**src/rtl/pipe_adder.sv**
```systemverilog
// Pipelined add/subtract unit: the carry chain is cut into STAGES equal chunks,
// one chunk per register stage, with optional signed saturation and a sticky overflow flag.
module pipe_adder #(
    parameter int WIDTH  = 32,
    parameter int STAGES = 4
) (
    input  logic             clk,
    input  logic             rst,
    input  logic             in_valid,
    output logic             in_ready,
    input  logic [WIDTH-1:0] a,
    input  logic [WIDTH-1:0] b,
    input  logic             cin,
    input  logic             sub,
    input  logic             sat,
    output logic             out_valid,
    input  logic             out_ready,
    output logic [WIDTH-1:0] sum,
    output logic             cout,
    output logic             ovf,
    output logic             ovf_sticky,
    input  logic             clr_sticky
);

    localparam int CW   = WIDTH / STAGES;
    localparam int LAST = STAGES - 1;
    localparam int MSB  = WIDTH - 1;

    logic [STAGES-1:0] vld_q, vld_d;
    logic [STAGES-1:0] cy_q, cy_d;
    logic [STAGES-1:0] sat_q, sat_d;
    logic [WIDTH-1:0]  a_q   [STAGES];
    logic [WIDTH-1:0]  a_d   [STAGES];
    logic [WIDTH-1:0]  bx_q  [STAGES];
    logic [WIDTH-1:0]  bx_d  [STAGES];
    logic [WIDTH-1:0]  res_q [STAGES];
    logic [WIDTH-1:0]  res_d [STAGES];
    logic              ovf_sticky_q, ovf_sticky_d;
    logic              adv;
    logic              ovf_raw;

    function automatic logic [CW:0] chunk_add(input logic [CW-1:0] x, input logic [CW-1:0] y,
                                              input logic c);
        return {1'b0, x} + {1'b0, y} + {{CW{1'b0}}, c};
    endfunction

    function automatic logic [WIDTH-1:0] saturate(input logic [WIDTH-1:0] raw, input logic neg,
                                                  input logic clip);
        logic [WIDTH-1:0] lim;
        lim = neg ? {1'b1, {(WIDTH-1){1'b0}}} : {1'b0, {(WIDTH-1){1'b1}}};
        return clip ? lim : raw;
    endfunction

    // Global stall: nothing moves while the last stage holds an unaccepted result.
    assign adv      = !(vld_q[LAST] && !out_ready);
    assign in_ready = adv;

    // Operands travel whole with each slot; stage s only consumes chunk s, so the
    // upper chunks are effectively skew-delayed and the lower result chunks deskewed.
    always_comb begin
        logic [CW:0] t;
        vld_d[0] = in_valid;
        a_d[0]   = a;
        bx_d[0]  = sub ? ~b : b;
        sat_d[0] = sat;
        t        = chunk_add(a[CW-1:0], bx_d[0][CW-1:0], sub ? ~cin : cin);
        res_d[0] = '0;
        res_d[0][CW-1:0] = t[CW-1:0];
        cy_d[0]  = t[CW];
        for (int s = 1; s < STAGES; s++) begin
            vld_d[s] = vld_q[s-1];
            a_d[s]   = a_q[s-1];
            bx_d[s]  = bx_q[s-1];
            sat_d[s] = sat_q[s-1];
            t        = chunk_add(a_q[s-1][s*CW +: CW], bx_q[s-1][s*CW +: CW], cy_q[s-1]);
            res_d[s] = res_q[s-1];
            res_d[s][s*CW +: CW] = t[CW-1:0];
            cy_d[s]  = t[CW];
        end
    end

    assign ovf_raw   = (a_q[LAST][MSB] == bx_q[LAST][MSB]) && (res_q[LAST][MSB] != a_q[LAST][MSB]);
    assign out_valid = vld_q[LAST];
    assign ovf       = out_valid && ovf_raw;
    assign cout      = out_valid && cy_q[LAST];
    assign sum       = out_valid ? saturate(res_q[LAST], a_q[LAST][MSB], sat_q[LAST] && ovf_raw)
                                 : '0;

    always_comb begin
        ovf_sticky_d = ovf_sticky_q;
        if (clr_sticky) ovf_sticky_d = 1'b0;
        if (out_valid && out_ready && ovf) ovf_sticky_d = 1'b1;
    end

    assign ovf_sticky = ovf_sticky_q;

    always_ff @(posedge clk) begin
        if (rst) begin
            vld_q        <= '0;
            ovf_sticky_q <= 1'b0;
        end else begin
            if (adv) vld_q <= vld_d;
            ovf_sticky_q <= ovf_sticky_d;
        end
    end

    // Datapath registers carry no reset; an invalid slot's contents are never observed.
    always_ff @(posedge clk) begin
        if (adv) begin
            a_q   <= a_d;
            bx_q  <= bx_d;
            res_q <= res_d;
            cy_q  <= cy_d;
            sat_q <= sat_d;
        end
    end

endmodule

```
**config.mk**
```make
export PLATFORM = sky130hd
export DESIGN_NAME = pipe_adder
export DESIGN_NICKNAME = d
export VERILOG_FILES = /design/src/rtl/pipe_adder.sv
export SDC_FILE = /design/constraint.sdc
export NUM_CORES = 1
export LEC_CHECK = 0
export ABC_AREA = 1
export CAP_MARGIN = 10
export CORE_UTILIZATION = 55
export DETAILED_ROUTE_END_ITERATION = 7
export PLACE_DENSITY = 0.8
export SETUP_SLACK_MARGIN = 0.02
export SYNTH_ARGS = -nofsm -noshare
export SYNTH_HDL_FRONTEND = slang
export SYNTH_SLANG_ARGS = --single-unit
export TNS_END_PERCENT = 5
```
**constraint.sdc**
```tcl
create_clock -name clk -period 9.6 [get_ports clk]
set_input_delay 2.4 -clock clk [delete_from_list [all_inputs] [get_ports clk]]
set_output_delay 2.4 -clock clk [all_outputs]
set_load 0.1 [all_outputs]
```
==> impl_metrics.toml, run 1 <==
[run_status]
outcome = "finished clean"

[place]
gp_congestion = 0.8566
port_buffers = 108
dp_hpwl_um = 8427
dp_worst_setup_slack_ps = 2479
placed_area_mm2 = 0.009180
place_inst = 861

[setup_path]
critPathLaunchType = "input port"
worstPathRequired_ps = 7200
setup.worst_path.end_class = "primary output"
crit_chain = "clkdlybuf4s50_1 > nor2_2 > inv_6 > clkdlybuf4s50_1"
crit_fanout = 61
critPathArrivalTime_ps = 4740
crit_path_frequent_cell = "clkdlybuf4s50_1"
critPathKind = "in2out"
critPathMaxStageDelay_ps = 1240
crit_slowest_cell = "clkdlybuf4s50_1"

[synthesis]
synth-seq-cells = 191
seq_area_frac_synth = 0.7164
ys.warnings.count = 0
syn_nets = 691
yosysUniqueCellTypes = 24
synth_area_mm2 = 0.007936
syn_avg_cell_area_um2 = 13.61
syn_inst = 583

[clocking]
clock_latency_ps = 420
cts_buffers = 17
root_buffer = "clkbuf_16"
clk_pin_slew_ps = 60
clock_sinks = 191
cts_setup_buffers = 0
cts_buffer_depth = 2
ctsHoldBuffers = 0
cts.repair.resized = 0
h-tree-depth = 4
cts_tree = "done"

[floorplan]
fp.dieH_um = 122.1
rows = 43
start_util = 0.5674
core_area_mm2 = 0.01399
dieArea_mm2 = 0.01491
dieWidth_um = 122.1
io_pins = 109

[layout]
nets = 808
antenna-diode-count = 0
multi_input_area_mm2 = 0.001944
areaGrowthSynthToFinish_pct = 22.67
instances_no_fill = 893
final_core_util = 0.6960
drive_above_1_share = 0.06171
n_fill_cell = 941
finalInstanceArea_mm2 = 0.009736
register_area_mm2 = 0.005685

[detailed_routing]
drtAntennaViolNets = 0
dr.pass1.iters = 7
dr.max_layer_used = "met4"
wirelength_um = 12700
drtIter0Drc = 403
vias = 4546
drc = 0
met3WireLength_um = 685
wl_per_cell_um = 14.22
viasPerCell = 5.091
dr_wl_met2_um = 6558
wl_met1_um = 5126

[global_route]
grt_pass1_wl_um = 20650
grt_pass1_vias = 4438
grt_remaining_overflow = 0
grt_use_total = 0.1869
grt_max_degree = 69
antenna_found_initial = 0

[power]
p_leak_nw = 4.015
pwr_density_cell_mw_per_mm2 = 217.9
ir_drop_mv = 0.1214

[timing]
tightest_slew_ps = 1014
setup_tns_ps = 0
post-route-period-util = 0.7434
final.setup_skew_ps = 4.432
setup_viol = 0
grt_setup_unrepaired = "no"
fmax_mhz = 140.1
max_slew_margin = 0.3234
period_minus_slack_ps = 7137
finalMaxSlewViolations = 0
finalWorstSetupSlack_ps = 2463
final_hold_viol_count = 0

[job]
cap_violations = 0

[min_path]
hold_path_class = "reg2reg"
[state kept, by name, indices dropped and copies added (netlist names)]
| register | cells |
|---|---|
| res_q | 32 |
| sat_q | 4 |
| a_q | 1 |
| res_d | 48 |
| cy_q | 4 |
| bx_q | 1 |
| bx_d | 48 |
| a_d | 48 |
| vld_q | 4 |
| ovf_sticky | 1 |
[worst max-delay path: cells and delay by family]
kind	cells	cell delay [ps]
and+or+nand+nor	1	90
buffers and inverters	3	2200
[synth_stat cells, drive strengths merged]
cell type	instances	area, um2
dfxtp	5	100.1
nand4	3	18.77
nor2	15	58.81
clkbuf	5	18.77
or2	7	43.79
nand3b	4	30.03
a211oi	1	7.510
xnor2	12	105.1
nand2	138	520.5
fa	8	160.2
o21ai	3	15.01
inv	59	221.5
xor2	33	289.0
buf	8	66.31
nand3	20	105.1
edfxtp	186	5585
ha	28	350.3
a21oi	48	240.2
[logic make-up after synthesis]
logic type,share of synthesized area
compound gates,0.03311
xor+xnor,0.04966
fa+ha+maj,0.06432
buf+inv,0.03862
flops,0.7164
simple gates,0.09790
[metrics by stage]
| stage | hold slack [ps] | power [mW] |
|---|---|---|
| final | 414.9 | 2.122 |
| after global routing | 422.7 | 2.220 |
| after CTS | 416.1 | 2.140 |
| after detailed placement | 404.5 | 1.479 |
| after global placement | 400.0 | 1.454 |
| after floorplan | 400.3 | 1.378 |
[metal layers]
| metal | up-vias | global-route usage |
|---|---|---|
| li1 | 2229 | - |
| met1 | 2130 | 0.2235 |
| met4 | 0 | 0.09146 |
| met2 | 155 | 0.3157 |
| met5 | - | 0 |
| met3 | 32 | 0.04728 |
[final timing paths]
kind	cells after the start	startpoint	slack, ps	endpoint
min	0	a_d[58]	410	a_d[26]
max	4	out_ready	2460	in_ready
max reg2reg	5	vld_q[3]	5930	res_d[9]
min reg2reg	0	a_d[58]	410	a_d[26]
[placed cells by master, fill, tap and decap left out, drive strengths merged]
cell,n
xor2,33
nand3,20
edfxtp,186
inv,59
xnor2,12
a211oi,1
dfxtp,5
nand2,138
clkbuf,19
o21ai,3
buf,4
clkdlybuf4s50,107
ha,28
a21oi,48
bufinv,2
fa,8
nand4,3
nand3b,4
clkinv,7
nor2,15
or2,7
clkinvlp,4
[report_power, final]
part	switching, mW	leakage, nW	internal [mW]
clock	0.278	0.263	0.378
combinational	0.184	1.74	0.121
sequential	0.0470	2.01	1.11
total	0.510	4.02	1.61
[cell type report]
class / count / area share
flip-flops and latches: 191 / 0.5840
multi-input cells: 320 / 0.1997
repair buffers: 111 / 0.1128
clock buffers: 19 / 0.04447
inverters: 59 / 0.02326
well taps: 180 / 0.02313
clock inverters: 13 / 0.01259
Note: power is estimated with default switching activity, not from simulation.
==> run 2: changes to the inputs <==
==> constraint.sdc (replaced) <==
create_clock -name clk -period 7.1 [get_ports clk]
set_input_delay 1.775 -clock clk [delete_from_list [all_inputs] [get_ports clk]]
set_output_delay 1.775 -clock clk [all_outputs]
set_load 0.1 [all_outputs]
==> run 2 against run 1 <==
Net effect:
- die area unchanged
- clock skew increased by 4.7 ps
- routed wire length increased by 1.1%
- critical path depth unchanged
==> impl_metrics.toml, run 2 (synthesis results as in run 1) <==
[run_status]
outcome = "finished clean"

[detailed_routing]
drtIter0Drc = 315
drtAntennaViolNets = 0
vias = 4538
wirelength_um = 12840
viasPerCell = 5.082
dr.pass1.iters = 5
drc = 0
wl_per_cell_um = 14.38

[timing]
post-route-period-util = 0.7498
setup_tns_ps = 0
finalMaxSlewViolations = 0
final_hold_viol_count = 0
final.setup_skew_ps = 9.097
timing.hold.ws_ps = 416.0
finalWorstSetupSlack_ps = 1776
max_slew_margin = 0.2876
grt_setup_unrepaired = "no"
fmax_mhz = 187.8
setup_viol = 0
tightest_slew_ps = 1067
period_minus_slack_ps = 5324

[layout]
nets = 808
drive_above_1_share = 0.05891
final_core_util = 0.6958
antenna-diode-count = 0
areaGrowthSynthToFinish_pct = 22.64
instances_no_fill = 893
final_common_cell = "edfxtp_1"
final_cell_mix = "edfxtp_1, nand2_1, clkdlybuf4s50_1"

[clocking]
cts_buffer_depth = 2
clock_latency_ps = 420
clock_sinks = 191
cts_buffers = 17
ctsHoldBuffers = 0
clk_pin_slew_ps = 60
h-tree-depth = 4
cts_tree = "done"
cts_setup_buffers = 0
root_buffer = "clkbuf_16"
cts.repair.resized = 0

[floorplan]
fp.dieH_um = 122.1
dieArea_mm2 = 0.01491
rows = 43
dieWidth_um = 122.1
io_pins = 109
start_util = 0.5674
core_area_mm2 = 0.01399

[global_route]
grt_max_degree = 90
grt_use_total = 0.1899
grt_remaining_overflow = 0
grt_pass1_wl_um = 20730
grt_pass1_vias = 4492
antenna_found_initial = 0

[setup_path]
crit_fanout = 28
critPathMaxStageDelay_ps = 610
critPathArrivalTime_ps = 3550
reg2reg_slack_ps = 3940
critPathLaunchType = "input port"
rr_worst_depth = 4
worstPathRequired_ps = 5330
worstReg2RegStart = "vld_q[3]"
critPathKind = "in2out"
crit_slowest_cell = "clkinvlp_4"
endpoint = "in_ready"
worstSetupStartpoint = "out_ready"
setup.worst_path.end_class = "primary output"
rr_endpoint = "res_d[65]"
crit_chain = "clkdlybuf4s50_1 > nor2_2 > clkinvlp_4 > buf_4"

[power]
ir_drop_mv = 0.2350
pwr_density_cell_mw_per_mm2 = 295.0
p_leak_nw = 4.021

[place]
gp_congestion = 0.8314
place_inst = 861
dp_worst_setup_slack_ps = 1795
port_buffers = 108
dp_hpwl_um = 8632

[min_path]
hold_path_class = "reg2reg"
hold-path-cell-count = 0
hold_start = "res_d[34]"

[job]
cap_violations = 0
-- run 2: power by group --
| part | switching (mW) | total, mW | internal [mW] |
|---|---|---|---|
| registers | 0.0615 | 1.57 | 1.51 |
| clock network | 0.378 | 0.892 | 0.514 |
| logic | 0.249 | 0.413 | 0.164 |
-- run 2: worst min-delay path by stage --
| stage | to |
|---|---|
| detailed placement | a_d[57] |
| finish | res_d[2] |
| CTS | res_d[8] |
| floorplan | a_d[24] |
| global placement | res_d[7] |
| global route | res_q[2] |
-- run 2: area by class of cell --
cell class              instances  area [um2]
fillers                       962        4255
flip-flops and latches        191        5685
clock buffers                  20       436.7
well taps                     180       225.2
repair buffers                111        1096
multi-input cells             320        1944
clock inverters                12       120.1
inverters                      59       225.2
-- run 2: worst max-delay path: cells and delay by family --
family,cells,cell delay (ps)
simple gates,1,240
buf+inv,3,1520
-- run 2: metal layers --
layer | up-vias | global-route usage | routed length [um]
met1 | 2143 | 0.2218 | 5308
met4 | 0 | 0.07927 | 274
met5 | - | 0 | 0
met3 | 24 | 0.06273 | 635
met2 | 137 | 0.3217 | 6624
li1 | 2234 | - | -
-- run 2: per-stage QoR --
stage / total power, mW / instance area (um2)
2_1_floorplan: 1.862 / 7940
3_3_place_gp: 1.967 / 9176
3_5_place_dp: 2.000 / 9176
4_1_cts: 2.893 / 9733
5_1_grt: 3.005 / 9733
6_report: 2.871 / 9733
